**src/rtl/jpeg_dq_pkg.sv**
```systemverilog
// Dequantizer shared types: FSM states, zigzag order, saturation.
// ZIGZAG_LUT maps beat index to natural index (row*8 + col).
package jpeg_dq_pkg;

    typedef enum logic [1:0] {
        FILL,
        DRAIN,
        HOLD
    } dq_state_e;

    localparam logic [5:0] ZIGZAG_LUT [64] = '{
        6'd0,  6'd1,  6'd8,  6'd16, 6'd9,  6'd2,  6'd3,  6'd10,
        6'd17, 6'd24, 6'd32, 6'd25, 6'd18, 6'd11, 6'd4,  6'd5,
        6'd12, 6'd19, 6'd26, 6'd33, 6'd40, 6'd48, 6'd41, 6'd34,
        6'd27, 6'd20, 6'd13, 6'd6,  6'd7,  6'd14, 6'd21, 6'd28,
        6'd35, 6'd42, 6'd49, 6'd56, 6'd57, 6'd50, 6'd43, 6'd36,
        6'd29, 6'd22, 6'd15, 6'd23, 6'd30, 6'd37, 6'd44, 6'd51,
        6'd58, 6'd59, 6'd52, 6'd45, 6'd38, 6'd31, 6'd39, 6'd46,
        6'd53, 6'd60, 6'd61, 6'd54, 6'd47, 6'd55, 6'd62, 6'd63
    };

    // Clamp p into the signed range of a w-bit value.
    function automatic logic signed [31:0] saturate(
        input logic signed [31:0] p,
        input int w
    );
        logic signed [31:0] hi;
        logic signed [31:0] lo;
        hi = (32'sd1 <<< (w - 1)) - 32'sd1;
        lo = -(32'sd1 <<< (w - 1));
        if (p > hi) return hi;
        if (p < lo) return lo;
        return p;
    endfunction

endpackage

```
**src/rtl/jpeg_q_pkg.sv**
```systemverilog
// Quantizer constants shared by the luminance quantizer and dequantizer.
// Q_MATRIX is the standard JPEG luminance table, [row][col].
package jpeg_q_pkg;

    localparam logic [7:0] Q_MATRIX [8][8] = '{
        '{8'd16, 8'd11, 8'd10, 8'd16, 8'd24,  8'd40,  8'd51,  8'd61},
        '{8'd12, 8'd12, 8'd14, 8'd19, 8'd26,  8'd58,  8'd60,  8'd55},
        '{8'd14, 8'd13, 8'd16, 8'd24, 8'd40,  8'd57,  8'd69,  8'd56},
        '{8'd14, 8'd17, 8'd22, 8'd29, 8'd51,  8'd87,  8'd80,  8'd62},
        '{8'd18, 8'd22, 8'd37, 8'd56, 8'd68,  8'd109, 8'd103, 8'd77},
        '{8'd24, 8'd35, 8'd55, 8'd64, 8'd81,  8'd104, 8'd113, 8'd92},
        '{8'd49, 8'd64, 8'd78, 8'd87, 8'd103, 8'd121, 8'd120, 8'd101},
        '{8'd72, 8'd92, 8'd95, 8'd98, 8'd112, 8'd100, 8'd103, 8'd99}
    };

endpackage

```
**src/rtl/y_dequantizer_if.sv**
```systemverilog
// Coefficient stream in, parallel 8x8 block out.
// slave: the dequantizer; master: producer/consumer side.
interface y_dequantizer_if #(
    parameter int IN_W  = 11,
    parameter int OUT_W = 12
);
    logic                                 in_valid;
    logic                                 in_ready;
    logic signed [IN_W-1:0]               in_coef;
    logic                                 in_last;
    logic                                 out_valid;
    logic                                 out_ready;
    logic signed [0:7][0:7][OUT_W-1:0]    out_block;
    logic                                 out_err;

    modport master (
        output in_valid, in_coef, in_last, out_ready,
        input  in_ready, out_valid, out_block, out_err
    );

    modport slave (
        input  in_valid, in_coef, in_last, out_ready,
        output in_ready, out_valid, out_block, out_err
    );
endinterface

```
**src/rtl/dq_mul_sat.sv**
```systemverilog
// Two-stage coefficient * Q multiply with output saturation.
// Position tag and valid travel alongside the data.
module dq_mul_sat
    import jpeg_dq_pkg::*;
#(
    parameter int IN_W  = 11,
    parameter int OUT_W = 12
) (
    input  logic                    clk,
    input  logic                    rst,
    input  logic                    in_valid,
    input  logic signed [IN_W-1:0]  in_coef,
    input  logic [7:0]              in_q,
    input  logic [5:0]              in_pos,
    output logic                    out_valid,
    output logic signed [OUT_W-1:0] out_val,
    output logic [5:0]              out_pos
);
    logic                   v1;
    logic signed [IN_W-1:0] c1;
    logic [7:0]             q1;
    logic [5:0]             p1;
    logic signed [31:0]     prod;

    assign prod = 32'(c1) * $signed(32'(q1));

    always_ff @(posedge clk) begin
        if (rst) begin
            v1        <= 1'b0;
            c1        <= '0;
            q1        <= '0;
            p1        <= '0;
            out_valid <= 1'b0;
            out_val   <= '0;
            out_pos   <= '0;
        end else begin
            v1        <= in_valid;
            out_valid <= v1;
            if (in_valid) begin
                c1 <= in_coef;
                q1 <= in_q;
                p1 <= in_pos;
            end
            if (v1) begin
                out_val <= OUT_W'(saturate(prod, OUT_W));
                out_pos <= p1;
            end
        end
    end
endmodule

```
**src/rtl/y_dequantizer.sv**
```systemverilog
// Luminance dequantizer: coefficient stream -> 8x8 block for the IDCT.
// DEQ_ZIGZAG_EN selects zigzag beat order; raster order otherwise.
module y_dequantizer
    import jpeg_dq_pkg::*;
    import jpeg_q_pkg::*;
#(
    parameter int IN_W  = 11,
    parameter int OUT_W = 12
) (
    input  logic             clk,
    input  logic             rst,
    y_dequantizer_if.slave   bus
);
    dq_state_e                         state;
    logic [5:0]                        cnt;
    logic                              drain_cnt;
    logic signed [0:7][0:7][OUT_W-1:0] buf_q;
    logic                              err_q;
    logic                              ov_q;

    logic                    acc;
    logic                    end_beat;
    logic [5:0]              pos;
    logic [7:0]              q;
    logic                    wr_en;
    logic signed [OUT_W-1:0] wr_val;
    logic [5:0]              wr_pos;

    assign bus.in_ready  = (state == FILL) && !rst;
    assign bus.out_valid = ov_q;
    assign bus.out_err   = err_q;
    assign bus.out_block = buf_q;

    assign acc      = bus.in_valid && bus.in_ready;
    assign end_beat = bus.in_last || (cnt == 6'd63);

`ifdef DEQ_ZIGZAG_EN
    assign pos = ZIGZAG_LUT[cnt];
`else
    assign pos = cnt;
`endif

    assign q = Q_MATRIX[pos[5:3]][pos[2:0]];

    dq_mul_sat #(
        .IN_W  (IN_W),
        .OUT_W (OUT_W)
    ) u_mul (
        .clk       (clk),
        .rst       (rst),
        .in_valid  (acc),
        .in_coef   (bus.in_coef),
        .in_q      (q),
        .in_pos    (pos),
        .out_valid (wr_en),
        .out_val   (wr_val),
        .out_pos   (wr_pos)
    );

    always_ff @(posedge clk) begin
        if (rst) begin
            state     <= FILL;
            cnt       <= '0;
            drain_cnt <= 1'b0;
            buf_q     <= '0;
            err_q     <= 1'b0;
            ov_q      <= 1'b0;
        end else begin
            if (wr_en)
                buf_q[wr_pos[5:3]][wr_pos[2:0]] <= wr_val;
            unique case (state)
                FILL: begin
                    if (acc) begin
                        cnt <= cnt + 6'd1;
                        if (end_beat) begin
                            state     <= DRAIN;
                            cnt       <= '0;
                            drain_cnt <= 1'b0;
                            err_q     <= !((cnt == 6'd63) && bus.in_last);
                        end
                    end
                end
                // Two cycles let the last product reach the buffer.
                DRAIN: begin
                    drain_cnt <= 1'b1;
                    if (drain_cnt) begin
                        state <= HOLD;
                        ov_q  <= 1'b1;
                    end
                end
                HOLD: begin
                    if (bus.out_ready) begin
                        state <= FILL;
                        ov_q  <= 1'b0;
                        err_q <= 1'b0;
                        buf_q <= '0;
                    end
                end
                default: state <= FILL;
            endcase
        end
    end
endmodule

```
**src/flat_wrapper.sv**
```systemverilog
// flat-port wrapper written by rule: the top's interface ports become plain ports
module y_dequantizer_flat import jpeg_dq_pkg::*; import jpeg_q_pkg::*;
#(
    parameter int IN_W  = 11,
    parameter int OUT_W = 12
)
  (clk, rst, bus_in_valid, bus_in_coef, bus_in_last, bus_out_ready, bus_in_ready, bus_out_valid, bus_out_block, bus_out_err);
  y_dequantizer_if #(.IN_W(IN_W), .OUT_W(OUT_W)) bus_i ();
  input  logic clk;
  input  logic rst;
  input wire logic [$bits(bus_i.in_valid)-1:0] bus_in_valid;
  input wire logic [$bits(bus_i.in_coef)-1:0] bus_in_coef;
  input wire logic [$bits(bus_i.in_last)-1:0] bus_in_last;
  input wire logic [$bits(bus_i.out_ready)-1:0] bus_out_ready;
  output wire logic [$bits(bus_i.in_ready)-1:0] bus_in_ready;
  output wire logic [$bits(bus_i.out_valid)-1:0] bus_out_valid;
  output wire logic [$bits(bus_i.out_block)-1:0] bus_out_block;
  output wire logic [$bits(bus_i.out_err)-1:0] bus_out_err;
  assign bus_i.in_valid = bus_in_valid;
  assign bus_i.in_coef = bus_in_coef;
  assign bus_i.in_last = bus_in_last;
  assign bus_i.out_ready = bus_out_ready;
  assign bus_in_ready = bus_i.in_ready;
  assign bus_out_valid = bus_i.out_valid;
  assign bus_out_block = bus_i.out_block;
  assign bus_out_err = bus_i.out_err;
  y_dequantizer #(.IN_W(IN_W), .OUT_W(OUT_W)) u_core (.clk(clk), .rst(rst), .bus(bus_i));
endmodule
```
**config.mk**
```make
export PLATFORM = sky130hd
export DESIGN_NAME = y_dequantizer_flat
export DESIGN_NICKNAME = d
export VERILOG_FILES = /design/src/rtl/jpeg_dq_pkg.sv /design/src/rtl/jpeg_q_pkg.sv /design/src/rtl/y_dequantizer_if.sv /design/src/rtl/dq_mul_sat.sv /design/src/rtl/y_dequantizer.sv /design/src/flat_wrapper.sv
export SDC_FILE = /design/constraint.sdc
export NUM_CORES = 2
export LEC_CHECK = 0
export CAP_MARGIN = 20
export CORE_MARGIN = 5
export CORE_UTILIZATION = 35
export CTS_BUF_LIST = sky130_fd_sc_hd__clkbuf_4
export CTS_CLUSTER_SIZE = 28
export DETAILED_ROUTE_END_ITERATION = 12
export PLACE_DENSITY = 0.65
export SLEW_MARGIN = 5
export SYNTH_ARGS = -nofsm -noshare
export SYNTH_HDL_FRONTEND = slang
export SYNTH_SLANG_ARGS = --single-unit
```
**constraint.sdc**
```tcl
create_clock -name clk -period 9.6 [get_ports clk]
set_input_delay 0.96 -clock clk [delete_from_list [all_inputs] [get_ports clk]]
set_output_delay 0.96 -clock clk [all_outputs]
set_load 0.005 [all_outputs]
```
==> results.cfg <==
[final_layout]
final_layout_size_suffix_gt1_share_pct = 8.06
most-common-layout-cells = nand2_1 (1705), dfxtp_1 (811), a21oi_1 (804)
final_common_cell = nand2_1
synthToLayoutAreaGrowth_pct = 34.3
finish.instance_area_um2 = 44000
layout.nets = 5104
utilization_pct = 47.2

[power_and_ir_drop]
power_switching_share_pct = 26.5
fraction_of_power_consumed_by_combinational_cells_pct = 3.9
power.static_leakage_nw = 15.0
vdd_drop_max_mv = 0.104
clock_power_share_pct = 44.4
internal_power_mw = 5.02
switching_power_mw = 1.81
power.share.sequential_pct = 51.7
p_per_area_nw_per_um2 = 155
total_power_mw = 6.84

[global_routing]
grt_start_max_net_pins = 209
grt_pass1_vias = 30000
global_route.usage.total_pct = 25.8
grt.overflow.total = 0
antenna_violations_before_repair = 2
grt_first_pass_wirelength_mm = 196

[synth]
postSynthCellCount = 4287
synth_largest_type_area_fraction_pct = 50.3
top_area_cells_in_the_synthesized_netlist = dfxtp_1 (50%), nand2_1 (20%), a21oi_1 (12%)
portion_of_the_post_synthesis_area_used_by_sequential_elements_pct = 50.3
edff_count_synth = 0
synthFlopType = dfxtp_1
cell_area_after_synthesis_um2 = 32800
synth.avg_cell_area_um2 = 7.64
synth-warning-count = 0
ys_types = 54
synth_area_leader_cell = dfxtp_1
ffs_w_async_s_r_synth_pct = 0
synth_fp_nets = 4414
yosys_register_bits = 823

[worst_setup_path]
cp_num_buf_inv = 3
worstPathArrival_ps = 6850
cp-start-kind = register
crit_fanout = 12
critical_path.slowest_cell = a31oi_1
worstSetupEndpointType = register
path_class = reg2reg
worst-r2r-setup-slack_ps = 3660
crit_path_cell_trace = nand2_1 -> fa_1 -> inv_1 -> fa_1 -> inv_1 -> fa_1 -> fa_1 -> inv_1 -> ha_1 -> a211o_1 -> or3_1 -> o21a_1 -> o21a_1 -> nor2_1 -> xnor2_1 -> a31oi_1 -> o32ai_1
critical_path.max_stage_delay_ps = 790
cp_top_family = adder cells
cp.required_ps = 10510
crit_top_cell = fa_1

[sta]
final-hold-violation-count = 0
setup_tns_ps = 0
max_clock_freq_mhz = 168
worstMarginPinSlew_ps = 1130
final_min_period_over_clock_period_pct = 61.9
finalSetupViolations = 0
final_max_slew_viol_count = 0
grt_setup_unrepaired = false
worst_clock_skew_ps = 89.6
post_layout_min_period_ps = 5940
max_slew_margin_pct = 24.8
final.setup.worst_slack_ps = 3660

[die]
design.die.area_um2 = 99900
core_ar_um2 = 93200
boundaryPins = 787
width_of_the_chip_um = 316
initial_core_util_pct = 35.2
die-height_um = 316
placement_rows = 112

[worst_hold_path]
min_path_type = in2reg

[routing]
drt_first_iter_violations = 2354
wl_mm = 136
antenna_violating_nets_post_route = 0
post_drt_via_cell_ratio = 4.99
drc_errors = 0
dr_total_vias = 31900
drt_pass1_iterations = 5
wl_per_cell_um = 21.2

[cts]
tritoncts.num_buffers = 213
htree_num_levels = 4
clock_tree_from_tritoncts = done
cts-resized-gates = 0
max-clock-path-buffers = 3
clock-sinks = 823
worst_skew_pair.late_latency_ps = 1150
cts-hold-fix-buffers = 0
cts.clk_slew.worst_paths_ps = 60
clock_tree.root_cell = clkbuf_4
cts.repair_timing.setup_buffer_count = 0

[placed_design]
gp_congestion = 0.817
placement.io_buffers = 786
dp_worst_setup_slack_ps = 3670
post-dp-hpwl_mm = 89.5
placed_cell_area_um2 = 41300

[status]
status = completed

[run]
max_cap_viol = 0
-- through the flow --
stage | hold WS [ps] | std cells
finish | 410 | 6394
global route | 278 | 6393
CTS | 215 | 6384
detailed placement | 445 | 6012
global placement | 440 | 6011
floorplan | 436 | 4287
-- flip-flops by register name (all words and copies together) (netlist names) --
| name | cells |
|---|---|
| u_core.bus.out_block | 768 |
| u_core.u_mul.out_val | 12 |
| u_core.u_mul.c1 | 11 |
| u_core.u_mul.q1 | 7 |
| u_core.cnt | 6 |
| u_core.u_mul.out_pos | 6 |
| u_core.u_mul.p1 | 6 |
| u_core.state | 2 |
| u_core.bus.out_err | 1 |
| u_core.bus.out_valid | 1 |
| u_core.drain_cnt | 1 |
| u_core.u_mul.out_valid | 1 |
| u_core.u_mul.v1 | 1 |
-- power by group through the flow --
stage                     clock, mW  combinational (mW)  sequential [mW]
after global placement            0               0.266             3.61
after floorplan                   0               0.197             3.51
final                          3.04               0.270             3.53
after detailed placement          0               0.268             3.61
after global routing           3.30               0.286             3.53
after CTS                      3.11               0.269             3.53
-- synthesized netlist by cell type, drive strengths merged (4+ instances only) --
master  instances
a31oi           4
ha             51
or3             9
a221oi          4
xor2            8
mux4            4
o21ai          16
clkbuf        345
a211oi         10
dfxtp         823
or2             6
nand4           4
inv           109
nand3           8
a211o           4
a21oi         806
and2           33
nand3b         18
mux2i          12
o32ai          11
nor3           17
and3            4
nand2        1705
a21o            7
fa             60
buf            11
xnor2           8
nand2b         10
nor2          144
-- worst paths after layout --
kind                                   startpoint                                    end  depth (start not counted)
min reg2reg  u_core.bus.out_block[656]$_SDFF_PP0_   u_core.bus.out_block[656]$_SDFF_PP0_                          2
min                                bus_in_coef[6]        u_core.u_mul.c1[6]$_SDFFE_PP0P_                          3
max reg2reg       u_core.u_mul.q1[1]$_SDFFE_PP0P_  u_core.u_mul.out_val[10]$_SDFFE_PP0P_                         17
max               u_core.u_mul.q1[1]$_SDFFE_PP0P_  u_core.u_mul.out_val[10]$_SDFFE_PP0P_                         17
-- routing by layer --
layer  vias to the layer above  track usage [%]  share of wire, %
met4                         0             9.40               3.4
met3                       248             7.97               9.1
met5                         -                0                 0
met1                     15100             31.5                40
li1                      15200                -                 -
met2                      1362             43.1                48
-- worst min-delay path, stage by stage --
cell and delay [ps]:
clkdlybuf4s50_1 390, nand2_1 50, nand2_1 40
-- area by class of cell --
type | count | area (µm²)
inverter | 109 | 409
clock buffer | 311 | 2330
sequential | 823 | 16500
fill | 9220 | 49200
multi-input combinational | 2999 | 14600
antenna | 6 | 15.0
tap | 1254 | 1570
timing repair buffer | 831 | 8240
clock inverter | 61 | 354
-- logic make-up (layout without fill, tap and decap cells) --
kind of cell | count (synthesis) | count (layout) | synth area share [%]
other | 0 | 6 | 0
buffers and inverters | 465 | 1312 | 5.35
multiplexers | 16 | 16 | 0.641
XOR/XNOR | 16 | 16 | 0.428
AND/OR/NAND/NOR | 1969 | 1969 | 23.5
adder cells (fa/ha/maj) | 111 | 111 | 5.61
flip-flops | 823 | 823 | 50.3
AO/OA/AOI/OAI | 887 | 887 | 14.2
Note: power is estimated with default switching activity, not from simulation.
